[src/rtl/mc_pkg.sv]
// Shared definitions for the multicycle RISC-V controller: state encoding,
// opcodes, ALUOp codes, datapath mux selects and the Moore control bundle.
package mc_pkg;

  typedef enum logic [3:0] {
    S_FETCH    = 4'd0,
    S_DECODE   = 4'd1,
    S_MEMADR   = 4'd2,
    S_MEMREAD  = 4'd3,
    S_MEMWB    = 4'd4,
    S_MEMWRITE = 4'd5,
    S_EXECR    = 4'd6,
    S_EXECI    = 4'd7,
    S_ALUWB    = 4'd8,
    S_BRANCH   = 4'd9,
    S_JAL      = 4'd10,
    S_JALR     = 4'd11,
    S_JLINK    = 4'd12,
    S_UTYPE    = 4'd13
`ifdef MC_ILLEGAL_TRAP_EN
    , S_ERROR  = 4'd14
`endif
  } state_t;

  localparam logic [6:0] OP_LOAD   = 7'b0000011;
  localparam logic [6:0] OP_STORE  = 7'b0100011;
  localparam logic [6:0] OP_RTYPE  = 7'b0110011;
  localparam logic [6:0] OP_ITYPE  = 7'b0010011;
  localparam logic [6:0] OP_BRANCH = 7'b1100011;
  localparam logic [6:0] OP_JAL    = 7'b1101111;
  localparam logic [6:0] OP_JALR   = 7'b1100111;
  localparam logic [6:0] OP_LUI    = 7'b0110111;
  localparam logic [6:0] OP_AUIPC  = 7'b0010111;

  localparam logic [1:0] ALUOP_ADD   = 2'b00;
  localparam logic [1:0] ALUOP_SUB   = 2'b01;
  localparam logic [1:0] ALUOP_FUNCT = 2'b10;

  localparam logic       ADR_PC     = 1'b0;
  localparam logic       ADR_RESULT = 1'b1;

  localparam logic [1:0] SRCA_PC    = 2'b00;
  localparam logic [1:0] SRCA_OLDPC = 2'b01;
  localparam logic [1:0] SRCA_RD1   = 2'b10;
  localparam logic [1:0] SRCA_ZERO  = 2'b11;

  localparam logic [1:0] SRCB_RD2  = 2'b00;
  localparam logic [1:0] SRCB_IMM  = 2'b01;
  localparam logic [1:0] SRCB_FOUR = 2'b10;

  localparam logic [1:0] RES_ALUOUT    = 2'b00;
  localparam logic [1:0] RES_DATA      = 2'b01;
  localparam logic [1:0] RES_ALURESULT = 2'b10;

  localparam logic [2:0] IMM_I = 3'b000;
  localparam logic [2:0] IMM_S = 3'b001;
  localparam logic [2:0] IMM_B = 3'b010;
  localparam logic [2:0] IMM_J = 3'b011;
  localparam logic [2:0] IMM_U = 3'b100;

  localparam logic [3:0] ALU_ADD  = 4'd0;
  localparam logic [3:0] ALU_SUB  = 4'd1;
  localparam logic [3:0] ALU_AND  = 4'd2;
  localparam logic [3:0] ALU_OR   = 4'd3;
  localparam logic [3:0] ALU_XOR  = 4'd4;
  localparam logic [3:0] ALU_SLT  = 4'd5;
  localparam logic [3:0] ALU_SLTU = 4'd6;
  localparam logic [3:0] ALU_SLL  = 4'd7;
  localparam logic [3:0] ALU_SRL  = 4'd8;
  localparam logic [3:0] ALU_SRA  = 4'd9;

  typedef struct packed {
    logic       adrsrc;
    logic       memwrite;
    logic       regwrite;
    logic [1:0] resultsrc;
    logic [1:0] alusrca;
    logic [1:0] alusrcb;
    logic [1:0] aluop;
  } ctrl_t;

  localparam ctrl_t CTRL_IDLE = '{
    adrsrc:    ADR_PC,
    memwrite:  1'b0,
    regwrite:  1'b0,
    resultsrc: RES_ALUOUT,
    alusrca:   SRCA_PC,
    alusrcb:   SRCB_RD2,
    aluop:     ALUOP_ADD
  };

  function automatic logic [2:0] imm_src(input logic [6:0] op);
    logic [2:0] sel;
    case (op)
      OP_STORE:          sel = IMM_S;
      OP_BRANCH:         sel = IMM_B;
      OP_JAL:            sel = IMM_J;
      OP_LUI, OP_AUIPC:  sel = IMM_U;
      default:           sel = IMM_I;
    endcase
    return sel;
  endfunction

endpackage

[src/rtl/aludec.sv]
// ALU decoder: maps ALUOp plus funct3/funct7b5 to the 4-bit ALU operation.
module aludec
  import mc_pkg::*;
(
  input  logic       opb5,
  input  logic [2:0] funct3,
  input  logic       funct7b5,
  input  logic [1:0] ALUOp,
  output logic [3:0] ALUControl
);

  // funct7b5 only distinguishes sub from add for register-register ops
  always_comb begin
    ALUControl = ALU_ADD;
    case (ALUOp)
      ALUOP_ADD: ALUControl = ALU_ADD;
      ALUOP_SUB: ALUControl = ALU_SUB;
      ALUOP_FUNCT: begin
        case (funct3)
          3'b000: begin
            if (opb5 && funct7b5) ALUControl = ALU_SUB;
            else                  ALUControl = ALU_ADD;
          end
          3'b001: ALUControl = ALU_SLL;
          3'b010: ALUControl = ALU_SLT;
          3'b011: ALUControl = ALU_SLTU;
          3'b100: ALUControl = ALU_XOR;
          3'b101: begin
            if (funct7b5) ALUControl = ALU_SRA;
            else          ALUControl = ALU_SRL;
          end
          3'b110: ALUControl = ALU_OR;
          3'b111: ALUControl = ALU_AND;
          default: ALUControl = ALU_ADD;
        endcase
      end
      default: ALUControl = ALU_ADD;
    endcase
  end

endmodule

[src/rtl/branchdec.sv]
// Branch condition decoder: evaluates the RV32I branch predicate from ALU flags.
module branchdec (
  input  logic [2:0] funct3,
  input  logic       Zero,
  input  logic       LessThan,
  input  logic       LessThanUnsigned,
  output logic       taken
);

  // beq/bne/blt/bge/bltu/bgeu; reserved funct3 codes never branch
  always_comb begin
    taken = 1'b0;
    case (funct3)
      3'b000:  taken = Zero;
      3'b001:  taken = ~Zero;
      3'b100:  taken = LessThan;
      3'b101:  taken = ~LessThan;
      3'b110:  taken = LessThanUnsigned;
      3'b111:  taken = ~LessThanUnsigned;
      default: taken = 1'b0;
    endcase
  end

endmodule

[src/rtl/mc_outdec.sv]
// State-to-control table for the Moore outputs of the multicycle controller.
module mc_outdec
  import mc_pkg::*;
(
  input  state_t state,
  input  logic   is_lui,
  output ctrl_t  ctrl
);

  // one row per state; anything unlisted (including ERROR) is idle with no strobes
  always_comb begin
    ctrl = CTRL_IDLE;
    case (state)
      S_FETCH: begin
        ctrl.adrsrc    = ADR_PC;
        ctrl.alusrca   = SRCA_PC;
        ctrl.alusrcb   = SRCB_FOUR;
        ctrl.resultsrc = RES_ALURESULT;
      end
      S_DECODE: begin
        ctrl.alusrca = SRCA_OLDPC;
        ctrl.alusrcb = SRCB_IMM;
      end
      S_MEMADR: begin
        ctrl.alusrca = SRCA_RD1;
        ctrl.alusrcb = SRCB_IMM;
      end
      S_MEMREAD: begin
        ctrl.adrsrc    = ADR_RESULT;
        ctrl.resultsrc = RES_ALUOUT;
      end
      S_MEMWB: begin
        ctrl.resultsrc = RES_DATA;
        ctrl.regwrite  = 1'b1;
      end
      S_MEMWRITE: begin
        ctrl.adrsrc    = ADR_RESULT;
        ctrl.resultsrc = RES_ALUOUT;
        ctrl.memwrite  = 1'b1;
      end
      S_EXECR: begin
        ctrl.alusrca = SRCA_RD1;
        ctrl.alusrcb = SRCB_RD2;
        ctrl.aluop   = ALUOP_FUNCT;
      end
      S_EXECI: begin
        ctrl.alusrca = SRCA_RD1;
        ctrl.alusrcb = SRCB_IMM;
        ctrl.aluop   = ALUOP_FUNCT;
      end
      S_ALUWB: begin
        ctrl.resultsrc = RES_ALUOUT;
        ctrl.regwrite  = 1'b1;
      end
      S_BRANCH: begin
        ctrl.alusrca   = SRCA_RD1;
        ctrl.alusrcb   = SRCB_RD2;
        ctrl.aluop     = ALUOP_SUB;
        ctrl.resultsrc = RES_ALUOUT;
      end
      S_JAL: begin
        ctrl.alusrca   = SRCA_OLDPC;
        ctrl.alusrcb   = SRCB_FOUR;
        ctrl.resultsrc = RES_ALUOUT;
      end
      S_JALR: begin
        ctrl.alusrca   = SRCA_RD1;
        ctrl.alusrcb   = SRCB_IMM;
        ctrl.resultsrc = RES_ALURESULT;
      end
      S_JLINK: begin
        ctrl.alusrca   = SRCA_OLDPC;
        ctrl.alusrcb   = SRCB_FOUR;
        ctrl.resultsrc = RES_ALURESULT;
        ctrl.regwrite  = 1'b1;
      end
      S_UTYPE: begin
        if (is_lui) ctrl.alusrca = SRCA_ZERO;
        else        ctrl.alusrca = SRCA_OLDPC;
        ctrl.alusrcb = SRCB_IMM;
      end
      default: ctrl = CTRL_IDLE;
    endcase
  end

endmodule

[src/rtl/multicycle_controller.sv]
// Multicycle RV32I control unit. Define MC_ILLEGAL_TRAP_EN to trap unknown
// opcodes in a sticky ERROR state; otherwise they retire as NOPs.
module multicycle_controller
  import mc_pkg::*;
(
  input  logic       clk,
  input  logic       reset,
  input  logic [6:0] op,
  input  logic [2:0] funct3,
  input  logic       funct7b5,
  input  logic       Zero,
  input  logic       LessThan,
  input  logic       LessThanUnsigned,
  input  logic       MemReady,
  output logic       PCWrite,
  output logic       AdrSrc,
  output logic       MemWrite,
  output logic       IRWrite,
  output logic       RegWrite,
  output logic [1:0] ResultSrc,
  output logic [1:0] ALUSrcA,
  output logic [1:0] ALUSrcB,
  output logic [2:0] ImmSrc,
  output logic [3:0] ALUControl,
  output logic       Illegal
);

  state_t state_r;
  state_t next_state_s;
  logic   armed_r;
  logic   fetch_go_s;
  logic   taken_s;
  logic   pcwrite_s;
  logic   irwrite_s;
  ctrl_t  ctrl_s;

  // state register; armed_r keeps the first FETCH after reset strobe-free
  always_ff @(posedge clk) begin
    if (reset) begin
      state_r <= S_FETCH;
      armed_r <= 1'b0;
    end else begin
      state_r <= next_state_s;
      armed_r <= 1'b1;
    end
  end

  assign fetch_go_s = MemReady & armed_r;

  // next-state logic
  always_comb begin
    next_state_s = S_FETCH;
    case (state_r)
      S_FETCH: begin
        if (fetch_go_s) next_state_s = S_DECODE;
        else            next_state_s = S_FETCH;
      end
      S_DECODE: begin
        case (op)
          OP_LOAD, OP_STORE: next_state_s = S_MEMADR;
          OP_RTYPE:          next_state_s = S_EXECR;
          OP_ITYPE:          next_state_s = S_EXECI;
          OP_BRANCH:         next_state_s = S_BRANCH;
          OP_JAL:            next_state_s = S_JAL;
          OP_JALR:           next_state_s = S_JALR;
          OP_LUI, OP_AUIPC:  next_state_s = S_UTYPE;
`ifdef MC_ILLEGAL_TRAP_EN
          default:           next_state_s = S_ERROR;
`else
          default:           next_state_s = S_FETCH;
`endif
        endcase
      end
      S_MEMADR: begin
        if (op == OP_STORE) next_state_s = S_MEMWRITE;
        else                next_state_s = S_MEMREAD;
      end
      S_MEMREAD: begin
        if (MemReady) next_state_s = S_MEMWB;
        else          next_state_s = S_MEMREAD;
      end
      S_MEMWB:    next_state_s = S_FETCH;
      S_MEMWRITE: begin
        if (MemReady) next_state_s = S_FETCH;
        else          next_state_s = S_MEMWRITE;
      end
      S_EXECR:  next_state_s = S_ALUWB;
      S_EXECI:  next_state_s = S_ALUWB;
      S_ALUWB:  next_state_s = S_FETCH;
      S_BRANCH: next_state_s = S_FETCH;
      S_JAL:    next_state_s = S_ALUWB;
      S_JALR:   next_state_s = S_JLINK;
      S_JLINK:  next_state_s = S_FETCH;
      S_UTYPE:  next_state_s = S_ALUWB;
`ifdef MC_ILLEGAL_TRAP_EN
      S_ERROR:  next_state_s = S_ERROR;
`endif
      default:  next_state_s = S_FETCH;
    endcase
  end

  // Mealy strobes: PC and IR updates depend on MemReady and the branch outcome
  always_comb begin
    pcwrite_s = 1'b0;
    irwrite_s = 1'b0;
    case (state_r)
      S_FETCH: begin
        pcwrite_s = fetch_go_s;
        irwrite_s = fetch_go_s;
      end
      S_BRANCH:       pcwrite_s = taken_s;
      S_JAL, S_JALR:  pcwrite_s = 1'b1;
      default:        pcwrite_s = 1'b0;
    endcase
  end

  mc_outdec u_outdec (
    .state  (state_r),
    .is_lui (op == OP_LUI),
    .ctrl   (ctrl_s)
  );

  aludec u_aludec (
    .opb5       (op[5]),
    .funct3     (funct3),
    .funct7b5   (funct7b5),
    .ALUOp      (ctrl_s.aluop),
    .ALUControl (ALUControl)
  );

  branchdec u_branchdec (
    .funct3           (funct3),
    .Zero             (Zero),
    .LessThan         (LessThan),
    .LessThanUnsigned (LessThanUnsigned),
    .taken            (taken_s)
  );

  // reset overrides every architectural write, even mid-instruction
  assign PCWrite   = pcwrite_s & ~reset;
  assign IRWrite   = irwrite_s & ~reset;
  assign MemWrite  = ctrl_s.memwrite & ~reset;
  assign RegWrite  = ctrl_s.regwrite & ~reset;
  assign AdrSrc    = ctrl_s.adrsrc;
  assign ResultSrc = ctrl_s.resultsrc;
  assign ALUSrcA   = ctrl_s.alusrca;
  assign ALUSrcB   = ctrl_s.alusrcb;
  assign ImmSrc    = imm_src(op);

`ifdef MC_ILLEGAL_TRAP_EN
  assign Illegal = (state_r == S_ERROR);
`else
  assign Illegal = 1'b0;
`endif

endmodule

[config.mk]
export PLATFORM = sky130hd
export DESIGN_NAME = multicycle_controller
export DESIGN_NICKNAME = d
export VERILOG_FILES = /design/src/rtl/mc_pkg.sv /design/src/rtl/aludec.sv /design/src/rtl/branchdec.sv /design/src/rtl/mc_outdec.sv /design/src/rtl/multicycle_controller.sv
export SDC_FILE = /design/constraint.sdc
export NUM_CORES = 1
export LEC_CHECK = 0
export BUFFER_PORTS_ARGS = -buffer_cell sky130_fd_sc_hd__buf_2
export CORE_MARGIN = 2
export CORE_UTILIZATION = 48
export CTS_BUF_LIST = sky130_fd_sc_hd__clkbuf_16
export CTS_CLUSTER_DIAMETER = 80
export DETAILED_ROUTE_END_ITERATION = 10
export GPL_ROUTABILITY_DRIVEN = 0
export PLACE_DENSITY = 0.79
export SLEW_MARGIN = 0
export SYNTH_ARGS = -nofsm -noshare
export SYNTH_HDL_FRONTEND = slang
export SYNTH_HIERARCHICAL = 1
export SYNTH_SLANG_ARGS = --single-unit
[constraint.sdc]
create_clock -name clk -period 2.05 [get_ports clk]
set_input_delay 0.1025 -clock clk [delete_from_list [all_inputs] [get_ports clk]]
set_output_delay 0.1025 -clock clk [all_outputs]
set_load 0.05 [all_outputs]
==> metrics.txt <==
Buf/Inv on CP 2; final antenna-violating net count 0; Critical Path Fanout Max 8; CP Capture Type output pin; most frequent cells in the layout buf_2 (31), nor2_1 (13), nand2_1 (9); CP Launch Type flop; FP Rows 15; post-synthesis cell type count 44; CP Cell Sequence nand2b_1 -> nor2_2 -> inv_1 -> ha_1 -> nand2b_1 -> nor2_1 -> buf_2; vias in the first global route ~980; total congestion overflow 0; largest stage delay on the critical path around 0.35 ns; maxcap violations 0; Mapped Nets about 150; I/O Buffers 34; Die Area roughly 2200 µm²; post-CTS setup buffers 0; Iter 0 DRT Violations 20; DR DRC count 0; VDD IR-drop max about 0.43 mV; Tcrit/Tclk final roughly 98%; Synth Warn # 6; first-pass GRT wire length around 4100 µm; fmax between 0.5 and 0.6 GHz; highest-delay cell along the critical path dfxtp_2; Slew Viols, Final 0; Hold WS ~0.14 ns; clk root buf clkbuf_16; initial antenna violation count 0; Req. time, crit path between 1.5 and 2 ns; Final Hold Fails 0; Detailed Route WL 2670 µm; CTS tree yes; flops & latches, synth 5; via count 1,059; Avg Inst Size Synth roughly 7 µm²; Total GRT Usage a little over a quarter; Area Growth Syn to Fin 33.5%; worst hold path class input port to flop; skew final around 0.00097 ns; CP Data Arrival Time 1.90 ns; FF+latch area 103 µm²; cell mode on critical path nand2b_1; # diodes 0; Initial Util about half; Final setup viols 0; H-Tree Depth 1; most common cell after layout, fill and taps aside buf_2; crit-path leading delay family simple AND/OR/NAND/NOR gates; post-synth design cell area between 800 and 900 µm²; cts hold-fix bufs 0; area of the multi-input gates roughly 740 µm²; I/O Pins 36; run status finished clean; Reg clk slew, reported paths 0.04 ns; final-stage net count 183; sequential area share after synthesis 11.2%; PwrDens 460 nW/µm²; RSZ-0062 raised after global routing false; core area between 1500 and 2000 µm²; layout cell share with drive strength beyond 1 37.4%; R2R Setup Slk between 0.2 and 0.3 ns; CTS max path bufs 2; post-layout minimum cycle time approximately 2 ns; Pleak 0.541 nW; Mapped Cells between 100 and 150; Die W around 47 µm; setup TNS 0 ns; Via density between 5 and 6; Skew-Pair Late Insertion Delay between 0.2 and 0.25 ns; Num CTS Buffers 3; drt pass-1 iters 4; Detailed Place HPWL slightly below 2000 µm; Design Power 0.551 mW; clk sink count 5; pin count of the biggest net entering global routing 21; WL/cell about 14 µm; kind of critical path flop to output pin; Die Span Y 47.2 µm; fill cell count 141
-- kinds of logic (layout without fill, tap and decap cells) --
kind of cell / Yosys count / after routing / synth area share [%]
flip-flops: 5 / 5 / 11.2
buffers and inverters: 15 / 50 / 9.48
other: 1 / 1 / 0.418
AO/OA/AOI/OAI: 30 / 30 / 24.1
XOR/XNOR: 7 / 7 / 7.67
AND/OR/NAND/NOR: 65 / 65 / 41.0
multiplexers: 3 / 3 / 3.35
adder cells (fa/ha/maj): 2 / 2 / 2.79
-- cells in the mapped netlist, drive strengths merged --
cell type	count	area share [%]
a21bo	1	1.1
a21boi	3	2.5
a21o	3	2.8
a21oi	10	6.0
a31oi	2	1.4
and2	2	1.4
and3	1	0.70
and3b	3	2.9
buf	8	6.6
conb	1	0.42
dfxtp	5	11
ha	2	2.8
inv	7	2.9
mux2i	3	3.3
nand2	9	3.8
nand2b	6	4.5
nand3	2	1.1
nand3b	2	1.7
nand4b	1	0.98
nor2	15	6.3
nor2b	4	2.8
nor3	9	5.0
nor3b	1	0.84
nor4b	3	2.9
o211ai	1	0.84
o21ai	2	1.1
o21ba	1	1.1
o21bai	3	2.5
o31a	1	1.1
o31ai	1	0.84
o32ai	1	0.98
o41ai	1	1.8
or3	4	2.8
or3b	1	0.98
or4	1	1.3
or4b	1	1.1
xnor2	3	3.8
xor2	4	3.9
-- power by group --
part           internal (mW)  total, mW  switching (mW)
logic                 0.0420      0.120          0.0778
registers              0.100      0.101         0.00128
clock network          0.254      0.330          0.0765
total                  0.396      0.551           0.156
-- metrics by stage --
| stage | setup WS [ns] | utilization (%) | cells | instance area [µm²] |
|---|---|---|---|---|
| 4_1_cts | 0.0205 | 67.8 | 188 | 1180 |
| 2_1_floorplan | -0.0628 | - | 128 | 912 |
| 6_report | 0.0512 | 68.6 | 188 | 1200 |
| 5_1_grt | 0.00689 | 68.6 | 188 | 1200 |
| 3_5_place_dp | 0.200 | 62.6 | 184 | 1090 |
| 3_3_place_gp | 0.318 | 62.6 | 184 | 1090 |
-- cell type report --
type	instances	area share (%)
clock buffers	3	6.27
clock inverters	1	0.313
inverters	7	2.19
multi-input cells	108	61.8
flip-flops and latches	5	8.57
well taps	25	2.61
repair buffers	39	18.3
-- layer usage --
| layer | share of wire [%] | GRT usage, % | up-vias |
|---|---|---|---|
| met3 | 6.8 | 7.31 | 12 |
| met1 | 38 | 28.1 | 483 |
| met5 | 0 | 0 | - |
| li1 | - | - | 518 |
| met2 | 52 | 47.8 | 46 |
| met4 | 3.1 | 11.7 | 0 |
-- registers in the layout, indices dropped and copies added, names as in the netlist --
register  cells
state_r       4
armed_r       1
-- final timing paths --
check | from | to | cells after the start
worst min-delay path | reset | armed_r | 2
worst min register to register | armed_r | state_r[0] | 4
worst max-delay path | state_r[1] | ALUControl[1] | 7
worst max register to register | state_r[1] | state_r[0] | 5
-- repair_timing --
action	in CTS	in global routing
resized for setup	5	5
pin swaps	0	1
endpoints found under the setup margin	2	4
No activity file was read; power rests on OpenSTA's default activity.
